## config.mk

```make
export PLATFORM = sky130hd
export DESIGN_NAME = calc_op_sequencer
export DESIGN_NICKNAME = d
export VERILOG_FILES = /design/src/rtl/calc_op_sequencer.sv
export SDC_FILE = /design/constraint.sdc
export NUM_CORES = 1
export LEC_CHECK = 0
export ABC_CLOCK_PERIOD_IN_PS = 3100
export BUFFER_PORTS_ARGS = -buffer_cell sky130_fd_sc_hd__buf_2
export CORE_MARGIN = 2
export CORE_UTILIZATION = 45
export CTS_CLUSTER_SIZE = 40
export DETAILED_ROUTE_END_ITERATION = 8
export GPL_TIMING_DRIVEN = 1
export HOLD_SLACK_MARGIN = 0.05
export PLACE_DENSITY = 0.77
export SETUP_SLACK_MARGIN = 0.4
export SLEW_MARGIN = 5
export SYNTH_ARGS = -nofsm -noshare
export SYNTH_HDL_FRONTEND = slang
export SYNTH_SLANG_ARGS = --single-unit
export TNS_END_PERCENT = 10
```

## constraint.sdc

```tcl
create_clock -name clk -period 3.1 [get_ports clk]
set_clock_uncertainty 0.15 [all_clocks]
set_input_delay 0.465 -clock clk [delete_from_list [all_inputs] [get_ports clk]]
set_output_delay 0.465 -clock clk [all_outputs]
set_load 0.02 [all_outputs]
```

## src/rtl/calc_op_sequencer.sv

```systemverilog
// calc_op_sequencer: turns button edges into load/ALU requests on a signed accumulator,
// with a start/done ALU handshake, a WAIT timeout and a sticky error state.
module calc_op_sequencer #(
    parameter int BITS    = 16,
    parameter int TIMEOUT = 64
) (
    input  logic            clk,
    input  logic            rst,
    input  logic            btn_c,
    input  logic            btn_u,
    input  logic            btn_d,
    input  logic            btn_l,
    input  logic            btn_r,
    input  logic [BITS-1:0] sw,
    output logic            alu_start,
    output logic [1:0]      alu_op,
    output logic [BITS-1:0] alu_a,
    output logic [BITS-1:0] alu_b,
    input  logic            alu_done,
    input  logic [BITS-1:0] alu_result,
    input  logic            alu_ovf,
    output logic [BITS-1:0] acc,
    output logic            result_valid,
    output logic            busy,
    output logic            err,
    output logic [1:0]      err_code
);
    localparam int CW = (TIMEOUT > 2) ? $clog2(TIMEOUT) : 1;

    typedef enum logic [2:0] {IDLE, ISSUE, WAIT, WRITE, ERR} state_t;

    state_t          state, state_n;
    logic [4:0]      btn, prev, press;
    logic [1:0]      op_sel, code_n;
    logic            op_hit;
    logic [CW-1:0]   cnt;
    logic [BITS-1:0] res;

    // bit 0 is the load button so the lowest index carries the highest priority
    assign btn       = {btn_r, btn_l, btn_d, btn_u, btn_c};
    assign press     = btn & ~prev;
    assign op_hit    = |press[4:1];
    assign op_sel    = press[1] ? 2'd0 : press[2] ? 2'd1 : press[3] ? 2'd2 : 2'd3;
    assign alu_start = state == ISSUE;
    assign busy      = state == ISSUE || state == WAIT || state == WRITE;
    assign err       = state == ERR;

    always_comb begin
        state_n = state;
        code_n  = err_code;
        case (state)
            IDLE: begin
                if (!press[0] && op_hit) begin
                    state_n = (op_sel == 2'd3 && sw == '0) ? ERR : ISSUE;
                    code_n  = (op_sel == 2'd3 && sw == '0) ? 2'b01 : err_code;
                end
            end
            ISSUE: state_n = WAIT;
            WAIT: begin
                // a completion in the expiry cycle still counts as success
                if (alu_done) begin
                    state_n = alu_ovf ? ERR : WRITE;
                    code_n  = alu_ovf ? 2'b10 : err_code;
                end else if (cnt == CW'(TIMEOUT - 1)) begin
                    state_n = ERR;
                    code_n  = 2'b11;
                end
            end
            WRITE: state_n = IDLE;
            ERR: begin
                state_n = press[0] ? IDLE : ERR;
                code_n  = press[0] ? 2'b00 : err_code;
            end
            default: state_n = IDLE;
        endcase
    end

    always_ff @(posedge clk or posedge rst) begin
        if (rst) begin
            state        <= IDLE;
            prev         <= '0;
            cnt          <= '0;
            res          <= '0;
            acc          <= '0;
            alu_op       <= 2'b00;
            alu_a        <= '0;
            alu_b        <= '0;
            err_code     <= 2'b00;
            result_valid <= 1'b0;
        end else begin
            state        <= state_n;
            prev         <= btn;
            err_code     <= code_n;
            result_valid <= (state == IDLE && press[0]) || state == WRITE;
            cnt          <= (state == ISSUE) ? '0 : (state == WAIT) ? cnt + 1'b1 : cnt;
            if (state == IDLE && press[0])
                acc <= sw;
            if (state == WRITE)
                acc <= res;
            if (state == IDLE && !press[0] && op_hit) begin
                alu_op <= op_sel;
                alu_a  <= acc;
                alu_b  <= sw;
            end
            if (state == WAIT && alu_done && !alu_ovf)
                res <= alu_result;
        end
    end
endmodule

```

# After elaboration in Yosys (flattened, before gate mapping)

Cells that the tools add are included.

Multiplexer cells: 21
Add/subtract/negate cells: 1
$lt $le $gt $ge: 0
Shift-type cells: 0
Reduce and logical (&&, ||, !) cells: 20
Divide/modulo/power cells: 0
Multiply operators: 0
Bitwise operators: 2
Eq/ne operators: 11

Operators by type and width:

| kind                                                            | count |
|---|---|
| 16-bit two-way mux                                              | 2 |
| 3-bit two-way mux                                               | 6 |
| 16-bit zero test                                                | 1 |
| 2-bit two-way mux                                               | 8 |
| 6-bit two-way mux                                               | 2 |
| 3-bit case mux with 4 select lines                              | 1 |
| 1-bit logical AND                                               | 7 |
| 6-bit by 1-bit adder with 6-bit output, second input constant   | 1 |
| 3-bit by 2-bit == test with 1-bit output, second input constant | 2 |
| 6-bit == test, second input constant                            | 1 |
| 3-bit inequality test, second input constant                    | 2 |
| 2-bit case mux with 3 select lines                              | 1 |
| 6-bit AND reduction                                             | 1 |
| 5-bit bitwise AND                                               | 1 |
| 5-bit NOT                                                       | 1 |
| 2-bit inequality test, second input constant                    | 2 |
| 2-bit nonzero test                                              | 2 |
| 4-bit OR reduction                                              | 1 |
| 3-bit by 1-bit == test with 1-bit output, second input constant | 1 |
| 3-bit == test, second input constant                            | 1 |
| 3-bit zero test                                                 | 1 |
| 1-bit logical OR                                                | 3 |
| 3-bit nonzero test                                              | 1 |
| 2-bit == test, second input constant                            | 1 |
| other kinds (4)                                                 | 5 |

Word-level logic and storage cells: 65
Bits of input ports: 41
Output and inout bits: 56
Bits in latches: 0
RAM bits: 0
Flip-flop bits (word level): 83
ROM bits: 0
Memories kept: 0

# Depth between registers and ports, before layout

Gate-level depths: netlist (run 1).

Word-level depth: 10
Mapped depth: 7
Mapped depth without buffers: 6

# Worst setup path after synthesis (run 1)

Ideal clock, no wire load.

Path kind: input to register
From: input sw[3]
To: register err_code[0]
Setup time: 127 ps
Required time: 2823 ps
Arrival time: 1959 ps
Stages on the path: 5
Buffers on the path: 0
Path slack: 864 ps
Path through: or4_4 -> nor4_4 -> a31oi_1 -> and4bb_2 -> mux2_1

Cells in the longest elaborated chain, start to end: 4

RTL lines:

| item                            | RTL line | RTL |
|---|---|---|
| start, declared                 | 14       | `input logic [BITS-1:0] sw,` |
| 16-bit zero test                | 55       | `code_n = (op_sel == 2'd3 && sw == '0) ? 2'b01 : err_code;` |
| 1-bit logical AND               | 55       |  |
| 2-bit inequality test (no line) | n/a      |  |
| 6-bit AND reduction (no line)   | n/a      |  |
| end signal, assigned            | 93       | `err_code <= code_n;` |
| end, declared                   | 26       | `output logic [1:0] err_code` |

No other way between the ends.
A chain may end at the register's enable or synchronous reset.

# Worst setup path in the final report (run 1)

From: input sw[3]
To: register err_code[1]

The elaborated chain is that of the path after synthesis.

==> results.sh, run 1 <==
export IMPL_status="complete, no violations"
export IMPL_clockBufferDepth=2
export IMPL_dp_hpwl_um=5040
export IMPL_relSlewSlack_pct=51.5
export IMPL_die_w_um=91.3
export IMPL_routedWlPerCell_um=15.0
export IMPL_ys_types=34
export IMPL_num_io_pins=97
export IMPL_htree_levels=3
export IMPL_yosys_warnings=0
export IMPL_drive_gt1_share_pct=46.6
export IMPL_rsz0062_at_grt="no"
export IMPL_cts_tree="done"
export IMPL_dpl_cell_area_um2=4060
export IMPL_grt_overflow=0
export IMPL_critical_path_endpoint_type="flop"
export IMPL_fin_nets=406
export IMPL_routed_via_density=5.06
export IMPL_synth_seq_area_share_pct=60.5
export IMPL_root_buffer="clkbuf_8"
export IMPL_synthCells=263
export IMPL_dp_cells=452
export IMPL_r2r_setup_slack_ps=970
export IMPL_drt_initial_drc_count=76
export IMPL_critPathKind="in2reg"
export IMPL_first_pass_iters=4
export IMPL_fmax_ghz=0.464
export IMPL_synth_edf_count=0
export IMPL_start_util_pct=46.8
export IMPL_cts_buffers=9
export IMPL_fp_dieArea_um2=8340
export IMPL_synth_area_leader_cell="dfrtp_1"
export IMPL_grt_usage_pct=18.0
export IMPL_gp_congestion=0.723
export IMPL_grt_pass1_vias=2351
export IMPL_worstSetupStartpoint="sw[3]"
export IMPL_ys_async_sr_fraction_pct=100
export IMPL_hold_violations=0
export IMPL_drc=0
export IMPL_slew_viol_final=0
export IMPL_r2r_end="alu_a[9]"
export IMPL_num_rows=31
export IMPL_final_area_um2=4290
export IMPL_diodes=0
export IMPL_area_delta_synth_final_pct=25.0
export IMPL_critPathLaunchType="primary input"
export IMPL_vias=2369
export IMPL_cp_max_fo=3
export IMPL_worst_slack_ps=945
export IMPL_fin_cells=468
export IMPL_clkTransAtPathRegs_ps=90
export IMPL_insertion_delay_ps=350
export IMPL_cts_sinks=83
export IMPL_postRouteAntennaNets=0
export IMPL_fin_crit_ps=2150
export IMPL_avgSynthCellArea_um2=13.0
export IMPL_totalWireLength_um=7030
export IMPL_powerDensity_nw_per_um2=1080
export IMPL_cp_required_ps=3190
export IMPL_cts_resized=0
export IMPL_r2r_start="prev[1]"
export IMPL_setup_viol=0
export IMPL_die_h_um=91.3
export IMPL_grt_pass1_wl_um=11700
export IMPL_core_area_um2=7330
export IMPL_fin_crit_sh_pct=69.5
export IMPL_synth_top_area_share_pct=60.5
export IMPL_pre_cts_ws_ps=573
export IMPL_port_buffers=96
export IMPL_postCtsSetupBuffers=0
export IMPL_reg2reg_depth=5
export IMPL_synth_flop_cell="dfrtp_1"
export IMPL_synthTopCellsByArea="dfrtp_1 61%, mux2_2 16%, mux2i_1 4.7%"
export IMPL_final_common_cell="buf_2"
export IMPL_worstPathArrival_ps=2240
export IMPL_layout_common_cells="96 x buf_2, 83 x dfrtp_1, 50 x mux2_2, 23 x nand2_1, 16 x mux2i_1"
export IMPL_p_leak_nw=2.15
export IMPL_ir_drop_mv=0.583
export IMPL_grt_start_max_net_pins=53
export IMPL_min_path_type="in2async"
export IMPL_maxCapViolCount=0
export IMPL_worst_pin_slew_ps=727
export IMPL_fin_setup_tns_ps=0
export IMPL_whs_ps=72.9
export IMPL_syn_area_um2=3430
export IMPL_antenna_found_initial=0
export IMPL_synth_seq_cells=83
export IMPL_syn_nets=305
export IMPL_holdBufCountCts=0
[final cells by class]
type                    instances  area [um2]
clock inverters                 6        95.1
well taps                      99         124
repair buffers                102         551
multi-input cells             165        1290
flip-flops and latches         83        2080
inverters                       3        15.0
clock buffers                  10         138
fillers                       610        3040
[kinds of logic after synthesis]
logic type / after synthesis / synth area share, %
flip-flops: 83 / 60.5
adder cells (fa/ha/maj): 1 / 0.365
XOR/XNOR: 3 / 0.766
AO/OA/AOI/OAI: 35 / 5.76
AND/OR/NAND/NOR: 58 / 9.00
multiplexers: 68 / 21.7
buffers and inverters: 15 / 1.86
[metrics by stage]
step / power, W / util [%]
6_report: 0.00464 / 58.5
3_3_place_gp: 0.00372 / 55.4
2_1_floorplan: 0.00317 / -
5_1_grt: 0.00495 / 58.5
3_5_place_dp: 0.00380 / 55.4
4_1_cts: 0.00469 / 58.5
[power breakdown]
part | leakage (nW) | total [W] | internal [W] | switching (W)
combinational | 1.02 | 0.00191 | 0.000840 | 0.00107
clock | 0.117 | 0.000884 | 0.000484 | 0.000400
sequential | 1.02 | 0.00184 | 0.00156 | 0.000277
total | 2.15 | 0.00464 | 0.00289 | 0.00175
[cell usage after synthesis (2+ instances only)]
cell and n:
nand3_1 2, buf_1 2, nand4_1 3, a21oi_1 7, nand2b_1 3, nor2_1 10, clkbuf_1 4, a31oi_1 2
o21ai_1 8, nand2_1 23, dfrtp_1 83, mux2i_1 16, xor2_1 3, inv_1 3, mux2_2 50, or4_1 3
nor2b_1 4, buf_2 6, or3_1 2, and2_1 2, o21a_1 2, mux2_1 2, o21ai_0 12
[how the worst max path moves through the flow]
stage | slack, ps | cells after the start | to
3_3_place_gp | 620 | 6 | err_code[0]
6_report | 950 | 6 | err_code[1]
5_1_grt | 840 | 5 | alu_a[9]
3_5_place_dp | 570 | 6 | err_code[1]
2_1_floorplan | 860 | 5 | err_code[0]
4_1_cts | 950 | 6 | err_code[1]
[worst max-delay path, cell delays in order]
cell and delay, ps:
buf_2 130, or4_4 560, nor4_4 270, a31oi_1 130, and4bb_2 350, mux2_1 330
[flip-flops by register name (all words and copies together), names as in the netlist]
name / cells
alu_b: 16
alu_a: 16
result_valid: 1
res: 16
err_code: 2
prev: 5
alu_op: 2
cnt: 6
acc: 16
state: 3
[layer usage]
metal	track usage, %	vias to the layer above	share of wire (%)
met5	0	-	0
met4	7.20	0	1.6
met1	25.5	1160	47
met3	3.40	10	4.5
met2	27.5	68	47
li1	-	1131	-
Power figures use the tool's default switching activity.
==> inputs of run 2 (changes only) <==
--- a/config.mk
+++ b/config.mk
@@ -5,7 +5,7 @@
 export SDC_FILE = /design/constraint.sdc
 export NUM_CORES = 1
 export LEC_CHECK = 0
-export ABC_CLOCK_PERIOD_IN_PS = 3100
+export ABC_CLOCK_PERIOD_IN_PS = 2200
 export BUFFER_PORTS_ARGS = -buffer_cell sky130_fd_sc_hd__buf_2
 export CORE_MARGIN = 2
 export CORE_UTILIZATION = 45
==> constraint.sdc (replaced) <==
create_clock -name clk -period 2.2 [get_ports clk]
set_clock_uncertainty 0.15 [all_clocks]
set_input_delay 0.33 -clock clk [delete_from_list [all_inputs] [get_ports clk]]
set_output_delay 0.33 -clock clk [all_outputs]
set_load 0.02 [all_outputs]
==> results.sh, run 2 (synthesized netlist as in run 1, its figures left out) <==
export IMPL_status="complete, no violations"
export IMPL_critPathKind="reg2reg"
export IMPL_fin_nets=437
export IMPL_pre_cts_ws_ps=-123
export IMPL_fin_crit_ps=1950
export IMPL_drt_initial_drc_count=122
export IMPL_grt_usage_pct=19.0
export IMPL_critPathLaunchType="flop"
export IMPL_setup_viol=0
export IMPL_cts_tree="done"
export IMPL_grt_start_max_net_pins=84
export IMPL_cts_buffers=9
export IMPL_critPathSlowestCell="dfrtp_2"
export IMPL_p_leak_nw=2.28
export IMPL_hold_violations=0
export IMPL_powerDensity_nw_per_um2=1430
export IMPL_postRouteAntennaNets=0
export IMPL_num_io_pins=97
export IMPL_slew_viol_final=0
export IMPL_clkTransAtPathRegs_ps=90
export IMPL_final_common_cell="buf_2"
export IMPL_die_w_um=91.3
export IMPL_num_rows=31
export IMPL_crit_path_max_incr_delay_ps=470
export IMPL_cp_max_fo=7
export IMPL_insertion_delay_ps=340
export IMPL_relSlewSlack_pct=71.3
export IMPL_cp_num_buf_inv=0
export IMPL_root_buffer="clkbuf_8"
export IMPL_maxCapViolCount=0
export IMPL_grt_pass1_vias=2491
export IMPL_fin_cells=498
export IMPL_core_area_um2=7330
export IMPL_layout_common_cells="94 x buf_2, 80 x dfrtp_1, 50 x mux2_2, 26 x buf_4, 22 x nand2_1"
export IMPL_start_util_pct=46.8
export IMPL_min_path_type="in2reg"
export IMPL_vias=2502
export IMPL_area_delta_synth_final_pct=32.6
export IMPL_worst_slack_ps=250
export IMPL_clockBufferDepth=2
export IMPL_cp_top_family="simple AND/OR/NAND/NOR gates"
export IMPL_critical_path_endpoint_type="flop"
export IMPL_gp_congestion=0.783
export IMPL_ir_drop_mv=0.741
export IMPL_antenna_found_initial=0
export IMPL_worstPathArrival_ps=2020
export IMPL_whs_ps=63.4
export IMPL_totalWireLength_um=7670
export IMPL_routedWlPerCell_um=15.4
export IMPL_cts_sinks=83
export IMPL_routed_via_density=5.02
export IMPL_drc=0
export IMPL_grt_pass1_wl_um=12400
export IMPL_fmax_ghz=0.513
export IMPL_rsz0062_at_grt="yes"
export IMPL_path_cells="or3_4 -> o21a_1 -> and4bb_2 -> mux2_4"
export IMPL_p_total_w=0.00652
export IMPL_cp_required_ps=2270
export IMPL_die_h_um=91.3
export IMPL_port_buffers=96
export IMPL_worst_pin_slew_ps=431
export IMPL_drive_gt1_share_pct=52.1
export IMPL_first_pass_iters=4
export IMPL_htree_levels=3
export IMPL_dp_hpwl_um=5290
export IMPL_fin_crit_sh_pct=88.6
export IMPL_fin_setup_tns_ps=0
export IMPL_fp_dieArea_um2=8340
export IMPL_dp_cells=469
export IMPL_grt_overflow=0
export IMPL_diodes=0
run 2: cell types whose count changed in the layout (fill, tap and decap cells not counted), sizes merged:
cell / change
clkbuf: -1
dlygate4sd3: +7
inv: -1
bufinv: -2
buf: +24
clkinvlp: +3
run 2: path summary, 6_finish.rpt:
path                                startpoint           to  slack (ps)  cells after the start
worst min-delay path            alu_result[10]      res[10]          60                      2
worst max-delay path                  state[0]  err_code[0]         250                      4
max in group asynchronous                  rst     state[0]        1040                      4
worst max register to register        state[0]  err_code[0]         250                      4
min in group asynchronous                  rst     alu_b[4]         490                      4
worst min register to register        alu_a[7]     alu_a[7]         350                      1
run 2: timing repair:
action / 4_1_cts / 5_1_grt
resized for setup: 12 / 6
endpoints found under the setup margin: 57 / 69
buffers inserted: 3 / 4
pin swaps: 4 / 3
hold buffers: 7 / 0
endpoints found under the hold margin: 89 / 0
run 2: report_power, final:
group | leakage, nW | switching [W] | internal [W]
clock | 0.0775 | 0.000542 | 0.000403
sequential | 1.01 | 0.000405 | 0.00221
combinational | 1.19 | 0.00159 | 0.00137
total | 2.28 | 0.00254 | 0.00398
run 2: area by class of cell:
class / count / area, um2
fillers: 600 / 2780
clock buffers: 9 / 124
repair buffers: 133 / 830
flip-flops and latches: 83 / 2080
well taps: 99 / 124
inverters: 3 / 15.0
clock inverters: 6 / 41.3
multi-input cells: 165 / 1340
run 2: layer usage:
metal / wire length, um / track usage, % / share of wire, %
met5: 0 / 0 / 0
met2: 3760 / 30.7 / 49
met1: 3400 / 25.0 / 44
met3: 366 / 4.07 / 4.8
met4: 139 / 7.58 / 1.8
run 2: stage by stage:
stage	util [%]	instance area, um2
after floorplan	-	3440
after global placement	57.3	4200
after detailed placement	57.3	4200
after CTS	61.3	4490
after global routing	62.1	4550
final	62.1	4550
run 2: worst reg2reg max path, stage by stage, from the launching register on:
cell and delay [ps]:
dfrtp_2 470, or3_4 430, o21a_1 220, and4bb_2 270, mux2_4 300
==> inputs of run 3 (changes only) <==
--- a/config.mk
+++ b/config.mk
@@ -14,6 +14,7 @@
 export GPL_TIMING_DRIVEN = 1
 export HOLD_SLACK_MARGIN = 0.05
 export PLACE_DENSITY = 0.77
+export RECOVER_POWER = 25
 export SETUP_SLACK_MARGIN = 0.4
 export SLEW_MARGIN = 5
 export SYNTH_ARGS = -nofsm -noshare
==> results.sh, run 3 (synthesized netlist as in run 1, its figures left out) <==
export IMPL_clockPowerShare_pct=14.5
export IMPL_area_delta_synth_final_pct=32.5
export IMPL_final_common_cell="buf_2"
export IMPL_path_cells="or3_4 -> o21a_1 -> and4bb_2 -> mux2_4"
export IMPL_cp_max_fo=7
export IMPL_clockBufferDepth=2
export IMPL_cts_sinks=83
export IMPL_core_area_um2=7330
export IMPL_die_w_um=91.3
export IMPL_critical_path_endpoint_type="flop"
export IMPL_cts_buffers=9
export IMPL_root_buffer="clkbuf_8"
export IMPL_fin_setup_tns_ps=0
export IMPL_num_io_pins=97
export IMPL_cts_tree="done"
export IMPL_fin_crit_ps=1950
export IMPL_powerDensity_nw_per_um2=1430
export IMPL_maxCapViolCount=0
export IMPL_crit_path_max_incr_delay_ps=470
export IMPL_postRouteAntennaNets=0
export IMPL_fmax_ghz=0.513
export IMPL_vias=2503
export IMPL_dp_hpwl_um=5290
export IMPL_routedWlPerCell_um=15.4
export IMPL_clkTransAtPathRegs_ps=90
export IMPL_relSlewSlack_pct=71.3
export IMPL_p_int_w=0.00398
export IMPL_critPathKind="reg2reg"
export IMPL_fin_crit_sh_pct=88.6
export IMPL_antenna_found_initial=0
export IMPL_worstPathArrival_ps=2020
export IMPL_ir_drop_mv=0.741
export IMPL_grt_overflow=0
export IMPL_cp_num_buf_inv=0
export IMPL_first_pass_iters=4
export IMPL_start_util_pct=46.8
export IMPL_critPathLaunchType="flop"
export IMPL_setup_viol=0
export IMPL_grt_pass1_wl_um=12400
export IMPL_power_frac_comb_pct=45.4
export IMPL_hold_violations=0
export IMPL_whs_path_depth=2
export IMPL_pwr_share_seq_pct=40.1
export IMPL_port_buffers=96
export IMPL_drc=0
export IMPL_insertion_delay_ps=340
export IMPL_drt_initial_drc_count=125
export IMPL_reg2reg_depth=4
export IMPL_totalWireLength_um=7670
export IMPL_critPathSlowestCell="dfrtp_2"
export IMPL_p_sw_w=0.00254
export IMPL_rsz0062_at_grt="yes"
export IMPL_die_h_um=91.3
export IMPL_slew_viol_final=0
export IMPL_fin_nets=437
export IMPL_pre_cts_ws_ps=-123
export IMPL_status="complete, no violations"
export IMPL_worst_pin_slew_ps=431
export IMPL_fp_dieArea_um2=8340
export IMPL_htree_levels=3
export IMPL_num_rows=31
export IMPL_cp_required_ps=2270
export IMPL_gp_congestion=0.783
export IMPL_worst_slack_ps=250
export IMPL_n_fill_cell=600
export IMPL_grt_pass1_vias=2491
export IMPL_min_path_type="in2reg"
export IMPL_drive_gt1_share_pct=51.4
export IMPL_critical_path_depth=4
export IMPL_p_leak_nw=2.27
export IMPL_diodes=0
export IMPL_grt_start_max_net_pins=84
export IMPL_cp_top_family="simple AND/OR/NAND/NOR gates"
export IMPL_layout_common_cells="91 x buf_2, 80 x dfrtp_1, 50 x mux2_2, 26 x buf_4, 22 x nand2_1"
export IMPL_swShare_pct=38.9
export IMPL_routed_via_density=5.03
export IMPL_grt_usage_pct=19.0
## run 3: cell count changes in the layout (fill, tap and decap cells not counted)
cell,previous run,this run
buf_2,94,91
clkbuf_1,0,3
## run 3: cell type report
type,instances,area (um2),share of cell area (%)
Clock buffer,9,124,2.72
Clock inverter,6,41.3,0.908
Inverter,3,15.0,0.330
Multi-Input combinational cell,165,1340,29.4
Sequential cell,83,2080,45.8
Tap cell,99,124,2.72
Timing Repair Buffer,133,826,18.2
## run 3: worst paths after layout
kind | startpoint | endpoint | slack [ps]
hold / removal | alu_result[10] | res[10] | 60
setup / recovery | state[0] | err_code[0] | 250
setup reg to reg | state[0] | err_code[0] | 250
hold reg to reg | alu_a[7] | alu_a[7] | 350
max in group asynchronous | rst | state[0] | 1040
min in group asynchronous | rst | alu_b[4] | 480
## run 3: metal layers
layer	GRT usage (%)	wire length [um]	up-vias
li1	-	-	1199
met1	25.0	3400	1221
met2	30.7	3760	70
met3	4.07	366	13
met4	7.58	139	0
met5	0	0	-
## run 3: power groups by stage
stage / registers (W) / logic, W / clock network (W)
after detailed placement: 0.00263 / 0.00280 / 0
after CTS: 0.00260 / 0.00291 / 0.000964
after global placement: 0.00258 / 0.00272 / 0
after floorplan: 0.00313 / 0.00134 / 0
final: 0.00261 / 0.00296 / 0.000945
after global routing: 0.00270 / 0.00320 / 0.00103
## run 3: stage by stage
step / hold WS [ps] / instance area (um2) / utilization [%] / total power (W) / std cells
floorplan: 211 / 3440 / - / 0.00446 / 263
global placement: 301 / 4200 / 57.3 / 0.00530 / 469
detailed placement: 303 / 4200 / 57.3 / 0.00543 / 469
CTS: 50.7 / 4490 / 61.3 / 0.00647 / 494
global route: 58.1 / 4550 / 62.0 / 0.00693 / 498
finish: 63.4 / 4550 / 62.0 / 0.00651 / 498
## run 3: repair_timing
action	4_1_cts	5_1_grt
endpoints found under the hold margin	89	0
hold buffers	7	0
endpoints found under the setup margin	57	69
gates resized for setup	12	6
buffers inserted	3	4
pin swaps	4	3
cloned	0	0
